File: src/rtl/puf_pkg.sv
// Shared types and elaboration helpers for the arbiter-PUF evaluation engine.
package puf_pkg;

    typedef enum logic [2:0] {
        IDLE,
        LAUNCH,
        SETTLE,
        SAMPLE,
        RECOVER,
        DONE
    } state_t;

    function automatic bit params_ok(input int n_stages, input int n_eval,
                                     input int settle, input int recover);
        return (n_stages >= 1) && (n_eval >= 1) && ((n_eval % 2) == 1) &&
               (settle >= 3) && (recover >= 1);
    endfunction

    function automatic int max_int(input int a, input int b);
        return (a > b) ? a : b;
    endfunction

endpackage

File: src/rtl/puf_delay_line.sv
// Challenge-controlled crossover race chain terminated by the arbiter flop.
module puf_delay_line #(
    parameter int N_STAGES = 64
) (
    input  logic                launch,
    input  logic [N_STAGES-1:0] chal,
    output logic                arb_raw
);

    (* dont_touch = "true", keep = "true" *) logic path0;
    (* dont_touch = "true", keep = "true" *) logic path1;
    (* dont_touch = "true", keep = "true" *) logic arb_q;

    // Each stage either passes both edges straight through or swaps them.
    for (genvar i = 0; i < N_STAGES; i++) begin : g_stage
        (* dont_touch = "true", keep = "true" *) logic in0;
        (* dont_touch = "true", keep = "true" *) logic in1;
        (* dont_touch = "true", keep = "true" *) logic out0;
        (* dont_touch = "true", keep = "true" *) logic out1;
        if (i == 0) begin : g_head
            assign in0 = launch;
            assign in1 = launch;
        end else begin : g_link
            assign in0 = g_stage[i-1].out0;
            assign in1 = g_stage[i-1].out1;
        end
        assign out0 = chal[i] ? in1 : in0;
        assign out1 = chal[i] ? in0 : in1;
    end

    assign path0 = g_stage[N_STAGES-1].out0;
    assign path1 = g_stage[N_STAGES-1].out1;

    // Path 1 arriving clocks in path 0: a captured 1 means path 0 won the race.
    always_ff @(posedge path1 or negedge launch) begin
        if (!launch) arb_q <= 1'b0;
        else         arb_q <= path0;
    end

    assign arb_raw = arb_q;

endmodule

File: src/rtl/arbiter_puf_engine.sv
// Arbiter-PUF engine: races each accepted challenge N_EVAL times and majority-votes the outcome.
module arbiter_puf_engine
    import puf_pkg::*;
#(
    parameter int  N_STAGES       = 64,
    parameter int  N_EVAL         = 7,
    parameter int  SETTLE_CYCLES  = 4,
    parameter int  RECOVER_CYCLES = 2,
    localparam int CONF_W         = $clog2(N_EVAL + 1)
) (
    input  logic                clk,
    input  logic                rst_n,
    input  logic                chal_valid,
    output logic                chal_ready,
    input  logic [N_STAGES-1:0] chal,
    output logic                resp_valid,
    input  logic                resp_ready,
    output logic                resp,
    output logic [CONF_W-1:0]   resp_conf,
    output logic                busy
);

    localparam int TMR_W = $clog2(max_int(SETTLE_CYCLES, RECOVER_CYCLES) + 1);
    localparam logic [CONF_W-1:0] N_EVAL_C     = CONF_W'(N_EVAL);
    localparam logic [CONF_W-1:0] HALF_C       = CONF_W'(N_EVAL / 2);
    localparam logic [CONF_W-1:0] CNT_ONE      = CONF_W'(1);
    localparam logic [TMR_W-1:0]  TMR_ONE      = TMR_W'(1);
    localparam logic [TMR_W-1:0]  SETTLE_LAST  = TMR_W'(SETTLE_CYCLES - 1);
    localparam logic [TMR_W-1:0]  RECOVER_LAST = TMR_W'(RECOVER_CYCLES - 1);

    if (!params_ok(N_STAGES, N_EVAL, SETTLE_CYCLES, RECOVER_CYCLES)) begin : g_param_error
        $error("arbiter_puf_engine: illegal parameter combination");
    end

    state_t              state;
    state_t              state_next;
    logic [TMR_W-1:0]    timer;
    logic [N_STAGES-1:0] chal_q;
    logic [CONF_W-1:0]   ones_cnt;
    logic [CONF_W-1:0]   eval_cnt;
    logic                launch;
    (* dont_touch = "true", keep = "true" *) logic arb_raw;
    (* dont_touch = "true", keep = "true" *) logic sync1;
    (* dont_touch = "true", keep = "true" *) logic sync2;

    puf_delay_line #(.N_STAGES(N_STAGES)) u_delay_line (
        .launch  (launch),
        .chal    (chal_q),
        .arb_raw (arb_raw)
    );

    always_ff @(posedge clk or negedge rst_n) begin
        if (!rst_n) state <= IDLE;
        else        state <= state_next;
    end

    always_comb begin
        state_next = state;
        unique case (state)
            IDLE:    if (chal_valid) state_next = LAUNCH;
            LAUNCH:  state_next = SETTLE;
            SETTLE:  if (timer == SETTLE_LAST) state_next = SAMPLE;
            SAMPLE:  state_next = RECOVER;
            RECOVER: if (timer == RECOVER_LAST)
                         state_next = (eval_cnt < N_EVAL_C) ? LAUNCH : DONE;
            DONE:    if (resp_valid && resp_ready) state_next = IDLE;
            default: state_next = IDLE;
        endcase
    end

    // Launch is a pure state decode so an async reset drops it without waiting for a clock.
    always_comb begin
        chal_ready = rst_n && (state == IDLE);
        busy       = (state != IDLE);
        launch     = (state == LAUNCH) || (state == SETTLE) || (state == SAMPLE);
    end

    always_ff @(posedge clk or negedge rst_n) begin
        if (!rst_n)                                    timer <= '0;
        else if (state_next != state)                  timer <= '0;
        else if ((state == SETTLE) || (state == RECOVER)) timer <= timer + TMR_ONE;
    end

    always_ff @(posedge clk or negedge rst_n) begin
        if (!rst_n) begin
            sync1 <= 1'b0;
            sync2 <= 1'b0;
        end else begin
            sync1 <= arb_raw;
            sync2 <= sync1;
        end
    end

    always_ff @(posedge clk or negedge rst_n) begin
        if (!rst_n) begin
            chal_q   <= '0;
            ones_cnt <= '0;
            eval_cnt <= '0;
        end else if ((state == IDLE) && chal_valid) begin
            chal_q   <= chal;
            ones_cnt <= '0;
            eval_cnt <= '0;
        end else if (state == SAMPLE) begin
            ones_cnt <= ones_cnt + CONF_W'(sync2);
            eval_cnt <= eval_cnt + CNT_ONE;
        end
    end

    // The first DONE cycle latches the vote; the handshake is only possible from the second.
    always_ff @(posedge clk or negedge rst_n) begin
        if (!rst_n) begin
            resp_valid <= 1'b0;
            resp       <= 1'b0;
            resp_conf  <= '0;
        end else if (state == DONE) begin
            if (!resp_valid) begin
                resp_valid <= 1'b1;
                resp       <= (ones_cnt > HALF_C);
                resp_conf  <= ones_cnt;
            end else if (resp_ready) begin
                resp_valid <= 1'b0;
            end
        end
    end

endmodule
File: config.mk
export PLATFORM = sky130hd
export DESIGN_NAME = arbiter_puf_engine
export DESIGN_NICKNAME = d
export VERILOG_FILES = /design/src/rtl/puf_pkg.sv /design/src/rtl/puf_delay_line.sv /design/src/rtl/arbiter_puf_engine.sv
export SDC_FILE = /design/constraint.sdc
export NUM_CORES = 1
export LEC_CHECK = 0
export CAP_MARGIN = 40
export CORE_UTILIZATION = 40
export DETAILED_ROUTE_END_ITERATION = 8
export GPL_TIMING_DRIVEN = 0
export PLACE_DENSITY = 0.66
export SLEW_MARGIN = 40
export SYNTH_ARGS = -nofsm -noshare
export SYNTH_HDL_FRONTEND = slang
export SYNTH_HIERARCHICAL = 1
export SYNTH_SLANG_ARGS = --single-unit
File: constraint.sdc
create_clock -name clk -period 1.6 [get_ports clk]
set_clock_uncertainty 0.05 [all_clocks]
set_input_delay 0.32 -clock clk [delete_from_list [all_inputs] [get_ports clk]]
set_output_delay 0.32 -clock clk [all_outputs]
set_load 0.01 [all_outputs]
; ---- Yosys cells after proc, flatten, opt, wreduce, memory -nomap -nowiden
; Index checks and enable logic that the tools add are counted.
[word_totals]
output_inout_bits = 7
reg_bits = 20
wordCells = 49
in_bits = 68
[classes]
magnitude_cmp = 2
eq_ne = 8
mux = 14
add_sub_neg = 3
n_reduce_logical = 11
bitwise = 1
[op_table]
columns = operator, n
row1 = two-way mux 3 bit, 11
row2 = case mux 3 bit (6 select lines), 1
row3 = == test 3 x 2 -> 1 bit (second input constant), 3
row4 = adder 3 x 1 -> 3 bit (second input constant), 2
row5 = == test 3 x 1 -> 1 bit (second input constant), 2
row6 = == test 3 bit (second input constant), 2
row7 = nonzero test 2 bit, 2
row8 = adder 3 x 1 -> 3 bit, 1
row9 = > comparator 3 x 2 -> 1 bit (second input constant), 1
row10 = logical AND 1 bit, 3
row11 = zero test 3 bit, 1
row12 = logical OR 1 bit, 3
row13 = less-than comparator 3 bit (second input constant), 1
row14 = != test 3 bit, 1
row15 = nonzero test 3 bit, 1
row16 = two-way mux 1 bit, 2
row17 = AND reduction 2 bit, 1
row18 = NOT 1 bit, 1

; ---- Longest topological paths before layout
; Gate-level depths: netlist (run 1).
[depth]
depth_word = 6
depth_mapped = 6
mapped_depth_nobuf = 6

; ---- By module
; Netlist (run 1), hierarchy kept.
[modules_own_cells]
columns = mod, area_per_inst_um2, seq_area_each_um2, n_inst, cells_each
row1 = arbiter_puf_engine, 3711.1, 2077.0, 1, 229
row2 = puf_delay_line, 1969.4, 25.0, 1, 260

==> reports/metrics.cfg, run 1 <==
[power]
p_switching_mw=0.9120
p_int_mw=1.498
p_leak_nw=0.6827
pwr-share-seq_pct=33.1
ir_drop_mv=0.9616
power_frac_clock_pct=10.0
p_per_area_nw_per_um2=1826
p_sw_share_pct=37.84
combPwrFrac_pct=57.0

[detailed_routing]
drc=0
drt_iter0_drc=7
postRouteAntennaNets=0
avgRoutedWirePerCell_um=13.09
wl_um=1937
viasPerCell=4.986
dr.pass1.iters=4
vias=738

[run]
drv_cap=0

[floorplan]
floorplan.initialDensity_pct=42.53
die_h_um=53.32
die_area_um2=2843
die_w_um=53.32
coreArea_um2=2477
rows=18
ios=75

[sta]
tns_ps=-120.8
finalCriticalPeriod_ps=1681
worst_pin_slew_ps=420.8
setup_viol=4
fmax_mhz=595.0
unconstrained_endpoints=2
slew_viol_final=0
rsz0062_at_grt=true
unclocked_regs=1
hold_viol=0
fin_ws_ps=-80.71
slew_headroom_pct=71.95
period_share_pct=105.0

[placement]
place_inst=136
gp_congestion=0.8506
dp_slack_ps=-220.2
place_hpwl_um=1321
io_buffers=10
place_area_um2=1199

[synth]
yosysWarnings=6
avgSynthCellArea_um2=10.97
syn_area_um2=1054
synthCells=96
synth_nets=170

[outcome]
violations=setup timing
status=finished, violations left

[critical_path]
path_class=reg -> reg
end_kind=flop
worstSetupStartpointType=flop
crit_arrival_ps=1840
crit_required_ps=1760
cp_max_fo=3
worstRegToRegCells=6
regToRegSetupSlack_ps=-80
rr_startpoint=timer[1]
reg2reg_to=timer[2]

[final_layout]
num-fill-cells=224
stdcell_count=148
area_delta_synth_final_pct=25.30
multi_input_comb_area_um2=514.2
final_nets=193
postLayoutCoreUtil_pct=53.28
final_common_cell=dfrtp_1
diodes=0
design_area_um2=1320
seqCellArea_um2=501.7
layout-drive-gt1-share_pct=33.05
mostFrequentLayoutCells=19 x dfrtp_1, 8 x nand2_1, 8 x nor2_1, 7 x nand3_1, 7 x buf_4

[grt]
grt_pass1_wl_um=3098
grtUsageTotal_pct=15.57
grt_pass1_vias=699
antenna_found_initial=0
gr-total-overflow=0
grt_max_degree=20

[cts]
numCtsBuffers=3
clockRootBuffer=clkbuf_4
cts_buffer_depth=2
cts_tree=built
clk_pin_slew_ps=110
htreeDepth=1
clk_latency_ps=290

[hold_path]
hold_path_class=in -> async

-- critical path: stages (launching register included) --
cell and delay [ps]:
dfrtp_1 420, ha_2 190, ha_4 150, mux2_4 260
a221oi_2 240, o22ai_2 140, a211oi_2 150
-- how the worst max path moves through the flow --
stage                  start         end  slack (ps)  cells past startpoint
floorplan           timer[0]    timer[2]         -60                      6
global placement       rst_n  chal_ready        -950                      3
detailed placement     rst_n  chal_ready        -220                      3
CTS                 timer[0]    timer[2]         -90                      6
global route        timer[1]    timer[2]        -130                      6
finish              timer[1]    timer[2]         -80                      6
-- power by group through the flow --
stage | combinational [mW] | clock (mW) | sequential [mW]
2_1_floorplan | 0.873 | 0 | 0.814
3_3_place_gp | 1.19 | 0 | 0.806
3_5_place_dp | 1.22 | 0 | 0.818
4_1_cts | 1.31 | 0.254 | 0.800
5_1_grt | 1.52 | 0.273 | 0.819
6_report | 1.37 | 0.240 | 0.797
-- flip-flops by register name, indices dropped and copies added, names as in the netlist --
register,cells
u_delay_line/arb_raw,1
eval_cnt,3
resp_conf,3
state,3
sync1,1
sync2,1
ones_cnt,3
timer,3
resp,1
resp_valid,1
-- layout make-up --
class                      count  share of cell area, %
multi-input combinational     65                  38.96
sequential                    20                  38.01
timing repair buffer          18                  11.75
buffer                         6                  4.929
tap                           30                  2.844
clock buffer                   3                  1.706
inverter                       5                  1.422
clock inverter                 1                 0.3791
-- metrics by stage --
stage | power, mW | hold WS, ps
final | 2.410 | 11.42
after global routing | 2.611 | 58.12
after CTS | 2.361 | 316.5
after detailed placement | 2.041 | 245.4
after global placement | 1.999 | 281.7
after floorplan | 1.687 | -25.59
-- per-layer routing --
metal  global-route usage, %  routed length [um]  vias to the layer above
li1                        -                   -                      365
met1                   21.11                 936                      365
met2                   23.54                 950                        6
met3                   2.874                  30                        2
met4                   7.456                  20                        0
met5                       0                   0                        -
-- what timing repair did --
item,4_1_cts,5_1_grt
hold buffers,1,0
pin swaps,5,5
buffers inserted,4,3
endpoints found under the setup margin,6,15
endpoints found under the hold margin,19,0
gates resized for setup,13,9
(Power assumes the default switching activity.)
==> inputs of run 2 (changes only) <==
--- a/config.mk
+++ b/config.mk
@@ -7,6 +7,7 @@
 export LEC_CHECK = 0
 export CAP_MARGIN = 40
 export CORE_UTILIZATION = 40
+export CTS_BUF_LIST = sky130_fd_sc_hd__clkbuf_8
 export DETAILED_ROUTE_END_ITERATION = 8
 export GPL_TIMING_DRIVEN = 0
 export PLACE_DENSITY = 0.66
==> reports/metrics.cfg, run 2 (same netlist as run 1, synthesis figures left out) <==
[outcome]
status=finished, violations left
violations=setup timing

[cts]
cts_buffer_depth=2  ; unchanged
numCtsBuffers=3  ; unchanged
cts_tree=built
htreeDepth=1  ; unchanged
clk_latency_ps=250  ; -40 ps
clk_pin_slew_ps=70  ; -40 ps
clockRootBuffer=clkbuf_8

[sta]
slew_viol_final=0  ; unchanged
finalCriticalPeriod_ps=1688  ; +7.402 ps
slew_headroom_pct=72.01  ; about the same
rsz0062_at_grt=true
fin_ws_ps=-88.12  ; -7.402 ps
tns_ps=-115.9  ; +4.947 ps
hold_viol=0  ; unchanged
setup_viol=3  ; -1
period_share_pct=105.5  ; +0.46 points
unclocked_regs=1  ; unchanged
unconstrained_endpoints=2  ; unchanged
fmax_mhz=592.4  ; -0.44%
worst_pin_slew_ps=419.9  ; -0.8552 ps

[critical_path]
regToRegSetupSlack_ps=-90  ; about the same
rr_startpoint=timer[1]
cpMaxStageDelayCell=dfrtp_1
path_cells=ha_2 -> ha_4 -> mux2_4 -> a221oi_2 -> o22ai_2 -> a211oi_2
worstRegToRegCells=6  ; unchanged
worstSetupStartpointType=flop
end_kind=flop
reg2reg_to=timer[2]
crit_arrival_ps=1810  ; -30 ps
crit_family=compound AO/OA/AOI/OAI gates
crit_buf_inv=0  ; unchanged
cp_max_fo=3  ; unchanged
cpPeakStageDelay_ps=400  ; -20 ps
path_class=reg -> reg
crit_required_ps=1720  ; -40 ps

[final_layout]
layout-drive-gt1-share_pct=31.30  ; -1.7 points
mostFrequentLayoutCells=19 x dfrtp_1, 8 x nand2_1, 8 x nor2_1, 7 x nand3_1, 7 x clkdlybuf4s50_1
area_delta_synth_final_pct=23.28
final_common_cell=dfrtp_1
multi_input_comb_area_um2=509.2  ; -0.97%
diodes=0  ; unchanged
final_nets=190  ; -1.6%
seqCellArea_um2=501.7  ; unchanged
num-fill-cells=233  ; +4.0%

[floorplan]
die_h_um=53.32  ; unchanged
die_area_um2=2843  ; unchanged
rows=18  ; unchanged
coreArea_um2=2477  ; unchanged
floorplan.initialDensity_pct=42.53  ; unchanged
die_w_um=53.32  ; unchanged
ios=75  ; unchanged

[detailed_routing]
postRouteAntennaNets=0  ; unchanged
drt_iter0_drc=6  ; -1
wl_um=1887  ; -2.6%
vias=727  ; -1.5%
viasPerCell=5.014  ; +0.55%
avgRoutedWirePerCell_um=13.01  ; -0.57%
drc=0  ; unchanged
dr.pass1.iters=4  ; unchanged

[run]
drv_cap=0  ; unchanged

[power]
p_leak_nw=0.6001  ; -12%
p_per_area_nw_per_um2=1881  ; +3.0%
ir_drop_mv=0.9279  ; -3.5%

[grt]
grt_pass1_vias=684  ; -2.1%
gr-total-overflow=0  ; unchanged
grt_max_degree=20  ; unchanged
grt_pass1_wl_um=3042  ; -1.8%
grtUsageTotal_pct=15.69  ; +0.12 points
antenna_found_initial=0  ; unchanged

[placement]
dp_slack_ps=-220.2  ; unchanged
gp_congestion=0.8506  ; unchanged
io_buffers=10  ; unchanged
place_hpwl_um=1321  ; unchanged

[hold_path]
hold_path_class=in -> async

## run 2: cell types whose count changed in the layout (fill, tap and decap cells not counted), moves of 3 or more
cell	previous run	this run
clkbuf_4	3	0
clkdlybuf4s50_1	2	7
buf_4	7	4
dlymetal6s2s_1	5	0
clkbuf_8	0	3
## run 2: cell type report
| type | instances | area share (%) |
|---|---|---|
| clock buffers | 3 | 3.179 |
| multi-input cells | 65 | 39.21 |
| repair buffers | 15 | 9.249 |
| flip-flops and latches | 20 | 38.63 |
| plain buffers | 6 | 5.010 |
| clock inverters | 1 | 0.3854 |
| inverters | 5 | 1.445 |
| well taps | 30 | 2.890 |
## run 2: what timing repair did
action                     4_1_cts  5_1_grt
hold buffers                     1        0
resized for setup               13        3
setup endpoints to repair        6       10
cloned                           0        0
setup buffers                    2        2
pin swaps                        4        3
hold endpoints to repair        19        0
## run 2: per-stage QoR
| stage | hold WS (ps) | std cells | instance area (um2) | utilization [%] | power (mW) |
|---|---|---|---|---|---|
| 6_report | 60.72 | 145 | 1299 | 52.42 | 2.443 |
| 5_1_grt | 115.6 | 145 | 1299 | 52.42 | 2.642 |
| 4_1_cts | 308.0 | 143 | 1284 | 51.82 | 2.419 |
| 3_5_place_dp | 245.4 | 136 | 1199 | 48.38 | 2.041 |
| 3_3_place_gp | 281.7 | 136 | 1204 | 48.59 | 1.999 |
| 2_1_floorplan | -25.59 | 96 | 1066 | - | 1.687 |
## run 2: worst max path at each step
stage / start / endpoint / slack, ps / cells past startpoint
6_report: timer[1] / timer[2] / -90 / 6
4_1_cts: timer[0] / timer[2] / -80 / 6
3_5_place_dp: rst_n / chal_ready / -220 / 3
3_3_place_gp: rst_n / chal_ready / -950 / 3
2_1_floorplan: timer[0] / timer[2] / -60 / 6
5_1_grt: timer[1] / timer[2] / -120 / 6
## run 2: per-layer routing
layer | up-vias | wire length (um) | global-route usage [%]
met5 | - | 0 | 0
met4 | 0 | 31 | 10.09
met3 | 4 | 40 | 3.736
met2 | 8 | 889 | 22.50
met1 | 355 | 925 | 20.75
li1 | 360 | - | -
## run 2: power breakdown
| group | switching (mW) | internal (mW) |
|---|---|---|
| sequential | 0.122 | 0.679 |
| combinational | 0.625 | 0.685 |
| clock | 0.159 | 0.173 |
| total | 0.905 | 1.54 |
==> inputs of run 3 (changes only) <==
--- a/config.mk
+++ b/config.mk
@@ -6,8 +6,9 @@
 export NUM_CORES = 1
 export LEC_CHECK = 0
 export CAP_MARGIN = 40
+export CORE_MARGIN = 2
 export CORE_UTILIZATION = 40
-export CTS_BUF_LIST = sky130_fd_sc_hd__clkbuf_8
+export CTS_BUF_LIST = sky130_fd_sc_hd__clkbuf_4 sky130_fd_sc_hd__clkbuf_8
 export DETAILED_ROUTE_END_ITERATION = 8
 export GPL_TIMING_DRIVEN = 0
 export PLACE_DENSITY = 0.66
==> reports/metrics.cfg, run 3 (same netlist as run 1, synthesis figures left out) <==
[sta]
fmax_mhz=581.7  ; -1.8%
slew_viol_final=0  ; unchanged
unclocked_regs=1  ; unchanged
fin_ws_ps=-119.0  ; -30.88 ps
period_share_pct=107.4  ; +1.9 points
hold_viol=0  ; unchanged
hold_ws_ps=9.182  ; -51.54 ps
finalCriticalPeriod_ps=1719  ; +30.88 ps
worst_pin_slew_ps=435.3  ; +15.40 ps
rsz0062_at_grt=true
unconstrained_endpoints=2  ; unchanged
slew_headroom_pct=70.98  ; -1.0 points
tns_ps=-283.3  ; -167.5 ps
setup_viol=4  ; +1

[final_layout]
final_nets=193  ; +1.6%
final_common_cell=dfrtp_1
num-fill-cells=232  ; -0.43%
area_delta_synth_final_pct=25.06
seqCellArea_um2=501.7  ; unchanged
postLayoutCoreUtil_pct=53.18  ; +0.76 points
mostFrequentLayoutCells=19 x dfrtp_1, 8 x nand2_1, 8 x nor2_1, 7 x nand3_1, 7 x buf_4
diodes=0  ; unchanged
multi_input_comb_area_um2=511.7  ; +0.49%
design_area_um2=1318  ; +1.4%
layout-drive-gt1-share_pct=32.20  ; +0.90 points
stdcell_count=148  ; +2.1%

[critical_path]
worstSetupStartpointType=flop
crit_buf_inv=1  ; +1
crit_arrival_ps=1910  ; +100 ps
rr_startpoint=timer[0]
crit_family=flip-flops
cp_max_fo=3  ; unchanged
startpoint=timer[0]
worstRegToRegCells=7  ; +1
reg2reg_to=timer[1]
end_kind=flop
cpMaxStageDelayCell=dfrtp_1
path_cells=ha_2 -> ha_4 -> mux2_4 -> a221oi_2 -> o22ai_2 -> buf_4 -> nor2_2
regToRegSetupSlack_ps=-120  ; -30 ps
path_class=reg -> reg
cpPeakStageDelay_ps=410  ; about the same
crit_required_ps=1790  ; +70 ps

[power]
power_frac_clock_pct=10.2  ; -3.4 points
p_switching_mw=0.9257  ; +2.2%
p_int_mw=1.495  ; -2.8%
p_per_area_nw_per_um2=1837  ; -2.3%
power_mw=2.421  ; -0.92%
p_sw_share_pct=38.24  ; +1.2 points
ir_drop_mv=1.068  ; +15%
p_leak_nw=0.6792  ; +13%
combPwrFrac_pct=56.8  ; +3.2 points
pwr-share-seq_pct=33.0  ; +0.2 points

[run]
drv_cap=0  ; unchanged

[detailed_routing]
viasPerCell=5.095  ; +1.6%
postRouteAntennaNets=0  ; unchanged
wl_um=1994  ; +5.7%
drc=0  ; unchanged
avgRoutedWirePerCell_um=13.47  ; +3.5%
dr.pass1.iters=4  ; unchanged
drt_iter0_drc=10  ; +4
vias=754  ; +3.7%

[cts]
clk_pin_slew_ps=110  ; +40 ps
cts_tree=built
htreeDepth=1  ; unchanged
cts_buffer_depth=2  ; unchanged
clk_latency_ps=300  ; +50 ps
clockRootBuffer=clkbuf_4
numCtsBuffers=3  ; unchanged

[placement]
dp_slack_ps=-221.8  ; -1.518 ps
io_buffers=10  ; unchanged
place_hpwl_um=1387  ; +5.1%
place_area_um2=1199  ; unchanged
place_inst=136  ; unchanged
gp_congestion=0.8440  ; -0.78%

[grt]
grtUsageTotal_pct=14.53  ; -1.2 points
grt_pass1_vias=778  ; +14%
gr-total-overflow=0  ; unchanged
grt_pass1_wl_um=3519  ; +16%
antenna_found_initial=0  ; unchanged
grt_max_degree=20  ; unchanged

[floorplan]
rows=18  ; unchanged
die_w_um=55.32  ; +3.8%
floorplan.initialDensity_pct=42.53  ; unchanged
ios=75  ; unchanged
coreArea_um2=2477  ; unchanged
die_h_um=55.32  ; +3.8%
die_area_um2=3060  ; +7.6%

[outcome]
status=finished, violations left
violations=setup timing

[hold_path]
hold_path_class=in -> async

-- run 3: cell count changes in the layout (fill, tap and decap cells not counted), sizes merged --
cell,change
clkdlybuf4s50,-5
buf,+3
dlymetal6s2s,+5
-- run 3: power groups by stage --
| stage | logic [mW] | registers (mW) | clock network, mW |
|---|---|---|---|
| floorplan | 0.873 | 0.814 | 0 |
| global placement | 1.20 | 0.805 | 0 |
| detailed placement | 1.23 | 0.818 | 0 |
| CTS | 1.31 | 0.801 | 0.264 |
| global route | 1.51 | 0.822 | 0.278 |
| finish | 1.38 | 0.798 | 0.247 |
-- run 3: layout make-up --
class	count	share of cell area (%)
clock inverters	1	0.3799
multi-input cells	65	38.84
flip-flops and latches	20	38.08
clock buffers	3	1.709
repair buffers	18	11.78
plain buffers	6	4.938
inverters	5	1.425
well taps	30	2.849
-- run 3: worst max path at each step --
stage,to,depth (start not counted)
after floorplan,timer[2],6
after global placement,chal_ready,3
after detailed placement,chal_ready,3
after CTS,timer[2],6
after global routing,timer[1],7
final,timer[1],7
-- run 3: routing by layer --
layer / up-vias / GRT usage [%] / routed length [um]
met5: - / 0 / 0
met4: 0 / 3.136 / 10
met3: 2 / 4.215 / 74
met2: 17 / 24.15 / 1005
met1: 370 / 18.75 / 904
li1: 365 / - / -
-- run 3: what timing repair did --
action | 4_1_cts | 5_1_grt
setup endpoints to repair | 6 | 14
hold buffers | 1 | 0
hold endpoints to repair | 19 | 0
pin swaps | 6 | 4
resized for setup | 13 | 7
buffers inserted | 3 | 4
